File: src/rtl/pkt_queue_residue_notifier.sv
// ---------------------------------------------------------------------------
// PktQueueResidueNotifier (module pkt_queue_residue_notifier)
//
// Purpose:
//   Watches software head-pointer writes for the RX packet queues. For each
//   write it reads the queue tail from the shared tail BRAM and compares it
//   with the new head. If the queue still holds data (tail != head), it queues
//   one "extra descriptor request" for that queue toward fpga2cpu. A pending
//   bitmap ensures each queue has at most one outstanding request, so repeated
//   head writes to a busy queue are coalesced instead of queued again.
//
// Ports:
//   clk             single clock
//   rst             asynchronous active-low reset (release synchronised inside)
//   head_upd_valid  software head write, one per cycle, never stalled
//   head_upd_queue  queue of the head write
//   head_upd_ptr    new head value
//   tail_rd_en      tail BRAM read enable (combinational from head_upd_valid)
//   tail_rd_addr    tail BRAM read address
//   tail_rd_data    tail BRAM read data, valid TAIL_RD_LATENCY cycles later
//   tail_wr_en      snooped tail write from the queue manager
//   tail_wr_addr    snooped tail write address
//   tail_wr_data    snooped tail write value
//   dsc_req_valid   extra-descriptor request available
//   dsc_req_queue   queue that needs a descriptor
//   dsc_req_ready   consumer accepts the request
//   req_count       requests enqueued since reset (wraps at 2^32)
//   coalesced_count residue detections dropped because already pending
// ---------------------------------------------------------------------------
module pkt_queue_residue_notifier #(
   parameter int NB_QUEUES       = 16,
   parameter int QUEUE_ID_WIDTH  = $clog2(NB_QUEUES),
   parameter int PTR_WIDTH       = 16,
   parameter int TAIL_RD_LATENCY = 2
) (
   input  logic                      clk,
   input  logic                      rst,
   input  logic                      head_upd_valid,
   input  logic [QUEUE_ID_WIDTH-1:0] head_upd_queue,
   input  logic [PTR_WIDTH-1:0]      head_upd_ptr,
   output logic                      tail_rd_en,
   output logic [QUEUE_ID_WIDTH-1:0] tail_rd_addr,
   input  logic [PTR_WIDTH-1:0]      tail_rd_data,
   input  logic                      tail_wr_en,
   input  logic [QUEUE_ID_WIDTH-1:0] tail_wr_addr,
   input  logic [PTR_WIDTH-1:0]      tail_wr_data,
   output logic                      dsc_req_valid,
   output logic [QUEUE_ID_WIDTH-1:0] dsc_req_queue,
   input  logic                      dsc_req_ready,
   output logic [31:0]               req_count,
   output logic [31:0]               coalesced_count
);

   localparam int QW  = QUEUE_ID_WIDTH;
   localparam int LAT = TAIL_RD_LATENCY;

   // Reset synchroniser: assertion is immediate, release is retimed to clk.
   logic [1:0] rstSync_q;
   logic       rstN;

   // Pipeline stages 1..LAT; stage LAT is the compare stage where the BRAM
   // data arrives. Each stage carries the youngest snooped tail write seen so
   // far for its own queue.
   logic [LAT:1]                stValid_q;
   logic [LAT:1][QW-1:0]        stQueue_q;
   logic [LAT:1][PTR_WIDTH-1:0] stHead_q;
   logic [LAT:1]                stFwdHit_q;
   logic [LAT:1][PTR_WIDTH-1:0] stFwdData_q;

   // Compare stage, pending bitmap and request FIFO state.
   logic [PTR_WIDTH-1:0] effTail;
   logic                 residue;
   logic                 enqFire;
   logic                 coalesceFire;
   logic                 deqFire;
   logic [QW-1:0]        cmpQueue;
   logic [NB_QUEUES-1:0] pendingEff;
   logic [NB_QUEUES-1:0] pending_q;
   logic [NB_QUEUES-1:0] pending_d;

   logic [QW-1:0]        fifoMem_q [NB_QUEUES];
   logic [QW-1:0]        wrPtr_q;
   logic [QW-1:0]        rdPtr_q;
   logic [QW:0]          count_q;
   logic [QW:0]          count_d;
   logic [31:0]          reqCount_q;
   logic [31:0]          coalescedCount_q;

   function automatic logic [NB_QUEUES-1:0] oneHot(input logic [QW-1:0] q);
      logic [NB_QUEUES-1:0] mask;
      mask    = '0;
      mask[q] = 1'b1;
      return mask;
   endfunction

   // Two-flop synchroniser; every other register in the block resets from its
   // output so the whole design leaves reset on the same clock edge.
   always_ff @(posedge clk or negedge rst) begin
      if (!rst) begin
         rstSync_q <= 2'b00;
      end else begin
         rstSync_q <= {rstSync_q[0], 1'b1};
      end
   end

   assign rstN = rstSync_q[1];

   // The BRAM read is issued in the same cycle as the head write so that its
   // data lines up with the compare stage. Held quiet while in reset.
   assign tail_rd_en   = head_upd_valid & rstN;
   assign tail_rd_addr = rstN ? head_upd_queue : '0;

   // Pipeline registers. A tail write snooped while an update sits in a stage
   // replaces that stage's forwarded value, so the newest write always wins.
   always_ff @(posedge clk or negedge rstN) begin
      if (!rstN) begin
         stValid_q   <= '0;
         stQueue_q   <= '0;
         stHead_q    <= '0;
         stFwdHit_q  <= '0;
         stFwdData_q <= '0;
      end else begin
         stValid_q[1] <= head_upd_valid;
         stQueue_q[1] <= head_upd_queue;
         stHead_q[1]  <= head_upd_ptr;
         if (tail_wr_en && (tail_wr_addr == head_upd_queue)) begin
            stFwdHit_q[1]  <= 1'b1;
            stFwdData_q[1] <= tail_wr_data;
         end else begin
            stFwdHit_q[1]  <= 1'b0;
            stFwdData_q[1] <= '0;
         end
         for (int k = 2; k <= LAT; k++) begin
            stValid_q[k] <= stValid_q[k-1];
            stQueue_q[k] <= stQueue_q[k-1];
            stHead_q[k]  <= stHead_q[k-1];
            if (tail_wr_en && (tail_wr_addr == stQueue_q[k-1])) begin
               stFwdHit_q[k]  <= 1'b1;
               stFwdData_q[k] <= tail_wr_data;
            end else begin
               stFwdHit_q[k]  <= stFwdHit_q[k-1];
               stFwdData_q[k] <= stFwdData_q[k-1];
            end
         end
      end
   end

   // Compare stage. A dequeue in this cycle releases its pending bit before
   // the check, so a fresh residue on that queue is requested again and the
   // new set overrides the clear.
   always_comb begin
      cmpQueue = stQueue_q[LAT];
      effTail  = stFwdHit_q[LAT] ? stFwdData_q[LAT] : tail_rd_data;
      if (tail_wr_en && (tail_wr_addr == cmpQueue)) begin
         effTail = tail_wr_data;
      end
      residue    = stValid_q[LAT] && (effTail != stHead_q[LAT]);
      deqFire    = dsc_req_valid && dsc_req_ready;
      pendingEff = pending_q;
      if (deqFire) begin
         pendingEff = pending_q & ~oneHot(dsc_req_queue);
      end
      enqFire      = residue && !pendingEff[cmpQueue];
      coalesceFire = residue && pendingEff[cmpQueue];
      pending_d    = pendingEff;
      if (enqFire) begin
         pending_d = pendingEff | oneHot(cmpQueue);
      end
      count_d = count_q;
      if (enqFire && !deqFire) begin
         count_d = count_q + 1'b1;
      end else if (!enqFire && deqFire) begin
         count_d = count_q - 1'b1;
      end
   end

   // Control state: pending bitmap, FIFO pointers/occupancy and counters. The
   // pending bitmap caps occupancy at NB_QUEUES, so no full check is needed.
   always_ff @(posedge clk or negedge rstN) begin
      if (!rstN) begin
         pending_q        <= '0;
         wrPtr_q          <= '0;
         rdPtr_q          <= '0;
         count_q          <= '0;
         reqCount_q       <= '0;
         coalescedCount_q <= '0;
      end else begin
         pending_q <= pending_d;
         count_q   <= count_d;
         if (enqFire) begin
            wrPtr_q    <= wrPtr_q + 1'b1;
            reqCount_q <= reqCount_q + 32'd1;
         end
         if (deqFire) begin
            rdPtr_q <= rdPtr_q + 1'b1;
         end
         if (coalesceFire) begin
            coalescedCount_q <= coalescedCount_q + 32'd1;
         end
      end
   end

   // FIFO storage needs no reset; its contents are only visible while the
   // occupancy count says the slot is live.
   always_ff @(posedge clk) begin
      if (enqFire) begin
         fifoMem_q[wrPtr_q] <= cmpQueue;
      end
   end

   assign dsc_req_valid   = (count_q != '0);
   assign dsc_req_queue   = dsc_req_valid ? fifoMem_q[rdPtr_q] : '0;
   assign req_count       = reqCount_q;
   assign coalesced_count = coalescedCount_q;

endmodule

File: config.mk
export PLATFORM = sky130hd
export DESIGN_NAME = pkt_queue_residue_notifier
export DESIGN_NICKNAME = d
export VERILOG_FILES = /design/src/rtl/pkt_queue_residue_notifier.sv
export SDC_FILE = /design/constraint.sdc
export NUM_CORES = 1
export LEC_CHECK = 0
export CORE_ASPECT_RATIO = 2
export CORE_MARGIN = 3
export CORE_UTILIZATION = 30
export CTS_BUF_LIST = sky130_fd_sc_hd__clkbuf_4
export CTS_CLUSTER_SIZE = 14
export DETAILED_ROUTE_END_ITERATION = 10
export GPL_ROUTABILITY_DRIVEN = 0
export GPL_TIMING_DRIVEN = 0
export SLEW_MARGIN = 10
export SYNTH_ARGS = -nofsm -noshare
export SYNTH_HDL_FRONTEND = slang
export SYNTH_SLANG_ARGS = --single-unit
File: constraint.sdc
create_clock -name clk -period 9.04 [get_ports clk]
set_clock_uncertainty 0.2 [all_clocks]
set_input_delay 1.356 -clock clk [delete_from_list [all_inputs] [get_ports clk]]
set_output_delay 1.356 -clock clk [all_outputs]
set_load 0.02 [all_outputs]
# Word-level counts from Yosys, hierarchy flattened
# Memories as Yosys holds them, arrays and structs flattened.
# Cells that the tools add are included.
dict set report word_totals {
  ff_bits 171
  ram_bits 64
  in_bits 61
  out_inout_bits 74
  wordCells 70
  memories 1
}
dict set report op_classes {
  addsub 6
  n_lt_le_gt_ge 4
  n_eq_ne 4
  n_mux 20
  bitwise_logic 4
  n_reduce_logical 16
}
# memory words width read_ports rd_clocked_by_memory_dff write_ports line_no
set mem_list {}
lappend mem_list {fifoMem_q 16 4 1 0 1 81} ;# logic [QW-1:0] fifoMem_q [NB_QUEUES];
# op count
set ops {}
lappend ops {{$mux W16} 6}
lappend ops {{$add A32 B1 Y32 const B} 2}
lappend ops {{$and A16 B16 Y16} 1}
lappend ops {{$ne A16 B16 Y1} 1}
lappend ops {{$not A16 Y16} 1}
lappend ops {{$or A16 B16 Y16} 1}
lappend ops {{$eq A4 B4 Y1} 3}
lappend ops {{$logic_and A1 B1 Y1} 11}
lappend ops {{$lt A4 B5 Y1 const B} 2}
lappend ops {{$mux W5} 2}
lappend ops {{$add A4 B1 Y4 const B} 2}
lappend ops {{$demux W1 S4} 2}
lappend ops {{$ge A4 B1 Y1 const B} 2}
lappend ops {{$mux W4} 2}
lappend ops {{$mux W1} 7}
lappend ops {{$add A5 B1 Y5 const B} 1}
lappend ops {{$reduce_bool A5 Y1} 1}
lappend ops {{$sub A5 B1 Y5 const B} 1}
lappend ops {{$bmux W1 S4} 1}
lappend ops {{$logic_not A1 Y1} 3}
lappend ops {{$reduce_bool A2 Y1} 1}
lappend ops {{$and A1 B1 Y1} 1}

# Depth between registers and ports, before layout
dict set report depth {
  ltp_word 17
  depth_mapped 21
  mapped_depth_nobuf 18
}

# Worst setup path after synthesis
# OpenSTA, ideal clock, no wires.
dict set report synth_path {
  path_kind {register -> output}
  start {register rstSync_q[1]}
  end {output tail_rd_en}
  arrival_time_ns 4.575
  required_time_ns 7.484
  slack_ns 2.909
  stages_incl_launch_ff 2
  path_buffers 0
  path_cell_list {dfrtp_1 > and2_1}
}
dict set report synth_between {
  elab_chain_len 1
}
# item line_no
set synth_lines {}
lappend synth_lines {{start, declared} 58} ;# logic [1:0] rstSync_q;
lappend synth_lines {{start signal, assigned} 102} ;# rstSync_q <= {rstSync_q[0], 1'b1};
lappend synth_lines {{$and A1 B1 Y1} 110} ;# assign tail_rd_en = head_upd_valid & rstN;
lappend synth_lines {{end, declared} 41} ;# output logic tail_rd_en,
# No other way between the ends.

# Final worst setup path
dict set report layout_path {
  start {input tail_wr_addr[1]}
  end {register count_q[4]}
}
dict set report layout_between {
  elab_chain_len 9
  word_cells_on_any_way 11
  classes_between {2 x eq/ne; 2 x mux; 7 x reduce/logical}
}
# item line_no
set layout_lines {}
lappend layout_lines {{start, declared} 45} ;# input logic [QUEUE_ID_WIDTH-1:0] tail_wr_addr,
lappend layout_lines {{$eq A4 B4 Y1 *} 154} ;# if (tail_wr_en && (tail_wr_addr == cmpQueue)) begin
lappend layout_lines {{$logic_and A1 B1 Y1 *} 154}
lappend layout_lines {{$mux W16 *} 154}
lappend layout_lines {{$ne A16 B16 Y1 *} 157} ;# residue = stValid_q[LAT] && (effTail != stHead_q[LAT]);
lappend layout_lines {{$logic_and A1 B1 Y1 *} 157}
lappend layout_lines {{$logic_and A1 B1 Y1 *} 163} ;# enqFire = residue && !pendingEff[cmpQueue];
lappend layout_lines {{via enqFire} 73} ;# logic enqFire;
lappend layout_lines {{$logic_not A1 Y1} 172} ;# end else if (!enqFire && deqFire) begin
lappend layout_lines {{$logic_and A1 B1 Y1} 172}
lappend layout_lines {{$reduce_bool A2 Y1 (no line)} -}
lappend layout_lines {{end signal, assigned} 189} ;# count_q <= count_d;
lappend layout_lines {{end, declared} 84} ;# logic [QW:0] count_q;
# The timed path passes the listed nets; every way through them passes the cells marked *.
# A chain may end at the register's enable or synchronous reset.

==> results summary <==
The flow ran to the end, and the final reports show no timing, DRC or antenna violations. TritonCTS built the clock tree. The critical path is of the in2reg type.

The post-synthesis sequential area ratio is 58.6%. The measured slew at the worst slew-check pin came out at 0.893 ns. The wire length of the first global-routing pass is 44400 µm. The sum of net half-perimeters after detailed placement is 20800 µm. The synthesized area per cell came out at 12.5 µm². The overall power of the completed layout came out at 0.00326 W. The combined global-route utilization of all metal layers is between 10% and 20%. At the later pin of the worst-skew pair, clock insertion delay measures ~0.7 ns. For this run, the leading register cell type out of synthesis is sky130_fd_sc_hd__dfrtp_1. The highest ir drop seen on vdd came out at 119 µV. The ratio of routed vias to standard cells is 4.96. The max-slew headroom at the worst pin came out at 39.9%. The number of routed nets with antenna violations is 0.

The areal power density over the cells is roughly 250 nW/µm². Detailed routing inserted a total of 7586 vias. The max-slew violation total from the final report is 0.

The number of fillers in the final layout is 3432. In this run the tool buffered the top-level ports with 134 buffer cells. Global routing finished with a remaining overflow of 0. The worst hold path belongs to the class reg2async. For this design, the slowest cell found on the critical path is sky130_fd_sc_hd__nor4_1. The length of the first detailed-routing pass in iterations is 4.

The type of origin of the critical path is an input pin. The post-cts resize count is 0. The number of buffers added to fix hold violations after cts is 0. The share of final-layout standard cells stronger than drive strength 1 came out at 15.1%.

The routed wire length per instance is 18.2 µm. The tree is rooted in a sky130_fd_sc_hd__clkbuf_4. The initial antenna violation count came out at 4. The kind of cell with the highest combined delay along the critical path is simple AND/OR/NAND/NOR gates. In this run, the number of DRC markers left after iteration 0 of detailed routing was 298. The highest achievable clock rate is 153 MHz. The worst endpoint required time came out at about 9.4 ns. The number of nets produced by synthesis came out at 922.

roughly 140 I/O pins were placed. STA classifies the critical path endpoint as a flop. The setup violation total in the final timing report is 0. The number of buffers inserted during clock tree synthesis is 54.

Compared with the post-synthesis result, the final layout area differs by 26.0%. Summing all placed instances gives a cell area of approximately 13000 µm². The reported leakage power is 5.27 nW. The clock net in this run drives a total of 235 sinks. The height of the chip is roughly 270 µm. The final worst-path cycle share is 72.1%. The signal on the critical path passes through clkdlybuf4s50_1 > xnor2_1 > nand2_1 > clkbuf_1 > nor2_1 > o2111ai_1 > o211a_1 > nor4_1 > a21oi_1 > o221ai_4 > inv_4 > buf_2 > ha_1 > inv_1 > ha_1 > a21o_1 > a21oi_1 > xnor2_1 > nor2_1 > xor2_1. The smallest clock period supported by the final layout is computed as roughly 6.5 ns. The final-layout setup total negative slack came out at 0 ns. The maximum fanout encountered on the critical timing path is 10. The max-capacitance violation count came out at 0.

The pin count of the biggest net entering global routing is 51. The total of warnings raised by yosys is 0. The floorplan die area came out at 37700 µm².

Leaving out fill and tap cells, the most frequent cell in the layout is sky130_fd_sc_hd__dfrtp_1. The net count of the finished layout is 1116. The number of buffer and inverter stages on the critical path is 5. In this run the post-CTS setup repair buffer count came out at 0.

The final hold violation count was 0. The count of unique library cells instantiated by Yosys came out at 66. Once the floorplan was initialized, standard cells occupied 30.6% of the core. The register bit total from synthesis came out at around 240. Yosys mapped a number of flops with a built-in enable equal to 64. The cell area after layout is 13300 µm².

The arrival time of data at the critical path endpoint came out at 6.86 ns. For this block, the routed nets add up to 27900 µm of wire. The floorplan step set the die width to 139 µm. The maximum single-stage delay on the critical path is 0.79 ns. After floorplanning, the core was sized to cover roughly 35000 µm². The cell area after synthesis is roughly 11000 µm².

The largest buffer count on any clock path came out at 3. The H-tree generated during clock tree synthesis spans 2 levels. The top cell types in the final layout, fill and taps aside, are 170 x sky130_fd_sc_hd__dfrtp_1, 134 x sky130_fd_sc_hd__clkdlybuf4s50_1, 85 x sky130_fd_sc_hd__clkbuf_4.

Setup repair after global routing left no endpoint under its margin. The number of global-route vias before repair was slightly above 8k. The number of rows in the core area is 96. After detailed routing, the number of remaining DRC violations is 0.

After clock tree synthesis, the clock-pin slew on the worst setup and hold paths is around 0.07 ns. The number of standard cells after synthesis came out at 849. The share of flip-flops with an asynchronous set or reset is 72.8%.
## synthesized netlist by cell type (5+ instances only)
library cell               count  share of area [%]
sky130_fd_sc_hd__a21oi_1      14               0.66
sky130_fd_sc_hd__a22oi_1       5               0.35
sky130_fd_sc_hd__and2_1       27                1.6
sky130_fd_sc_hd__and3_1       22                1.3
sky130_fd_sc_hd__buf_2        10               0.47
sky130_fd_sc_hd__buf_6         6               0.64
sky130_fd_sc_hd__clkbuf_1     13               0.46
sky130_fd_sc_hd__dfrtp_1     171                 40
sky130_fd_sc_hd__edfxtp_1     64                 18
sky130_fd_sc_hd__ha_1         11                1.3
sky130_fd_sc_hd__inv_1        21               0.75
sky130_fd_sc_hd__mux2_2       26                2.8
sky130_fd_sc_hd__mux2i_1      25                2.4
sky130_fd_sc_hd__mux4_2       12                2.6
sky130_fd_sc_hd__nand2_1      52                1.8
sky130_fd_sc_hd__nand2b_1      5               0.30
sky130_fd_sc_hd__nand3_1      38                1.8
sky130_fd_sc_hd__nand4_1      19                1.1
sky130_fd_sc_hd__nand4b_1      7               0.58
sky130_fd_sc_hd__nor2_1       29                1.0
sky130_fd_sc_hd__nor2b_1       5               0.30
sky130_fd_sc_hd__nor3_1       26                1.2
sky130_fd_sc_hd__nor3b_1       6               0.43
sky130_fd_sc_hd__nor4_1       21                1.2
sky130_fd_sc_hd__o211ai_1     14               0.99
sky130_fd_sc_hd__o21ai_0      30                1.4
sky130_fd_sc_hd__o22a_1        6               0.50
sky130_fd_sc_hd__o31ai_1       6               0.43
sky130_fd_sc_hd__or2_2         5               0.30
sky130_fd_sc_hd__xnor2_1      49                4.1
sky130_fd_sc_hd__xor2_1       43                3.6
## worst paths after layout
| path | from | to | slack, ns | depth (start not counted) |
|---|---|---|---|---|
| max in group asynchronous | rstSync_q[1] | req_count[17] | 7.59 | 2 |
| max reg2reg | cmpQueue[3] | count_q[4] | 2.54 | 20 |
| min | rstSync_q[1] | stHead_q[0] | 0.11 | 0 |
| min reg2reg | rstSync_q[1] | stHead_q[0] | 0.11 | 0 |
| min in group clk | stHead_q[9] | stHead_q[25] | 0.14 | 0 |
| max | tail_wr_addr[1] | count_q[4] | 2.52 | 20 |
## where the power goes
group | internal (W) | switching, W | total [W]
clock | 0.000483 | 0.000414 | 0.000897
combinational | 0.000446 | 0.000588 | 0.00103
sequential | 0.00122 | 0.000115 | 0.00133
## through the flow
| step | setup slack, ns | cells | hold WS [ns] | utilization [%] |
|---|---|---|---|---|
| 5_1_grt | 1.97 | 1530 | 0.149 | 38.5 |
| 6_report | 2.52 | 1530 | 0.114 | 38.5 |
| 3_5_place_dp | 1.68 | 1428 | 0.125 | 36.3 |
| 2_1_floorplan | 2.91 | 849 | 0.131 | - |
| 3_3_place_gp | 0.722 | 1424 | 0.134 | 36.0 |
| 4_1_cts | 2.35 | 1526 | 0.133 | 38.5 |
## layer usage
metal / share of wire [%] / global-route usage, %
met5: 0 / 0
met4: 5.1 / 8.27
met3: 4.5 / 3.05
met2: 57 / 29.0
met1: 33 / 13.8
## cells by family after synthesis
logic type | after synthesis | share of synthesized area (%)
other | 1 | 0.0355
adders and majority gates | 12 | 1.49
DFF | 235 | 58.6
AOI/OAI and AO/OA | 106 | 6.92
muxes | 64 | 7.94
and+or+nand+nor | 283 | 14.8
xor gates and xnor gates | 92 | 7.62
buffers and inverters | 56 | 2.59
## sequential cells by signal, indices dropped and copies added (netlist names)
name             count
cmpQueue             4
coalesced_count     32
count_q              5
fifoMem_q           64
pending_q           16
rdPtr_q              4
req_count           32
rstSync_q            2
stFwdData_q         32
stFwdHit_q           2
stHead_q            32
stQueue_q            4
stValid_q            2
wrPtr_q              4
## final cells by class
| type | count | area [µm²] | share of cell area (%) |
|---|---|---|---|
| sequential | 235 | 6200 | 46.6 |
| multi-input combinational | 558 | 4110 | 30.9 |
| timing repair buffer | 138 | 1430 | 10.7 |
| clock buffer | 85 | 638 | 4.79 |
| tap | 441 | 552 | 4.14 |
| buffer | 34 | 189 | 1.42 |
| clock inverter | 13 | 103 | 0.770 |
| inverter | 22 | 85.1 | 0.638 |
| antenna | 4 | 10.0 | 0.0751 |
Note: power is estimated with default switching activity, not from simulation.
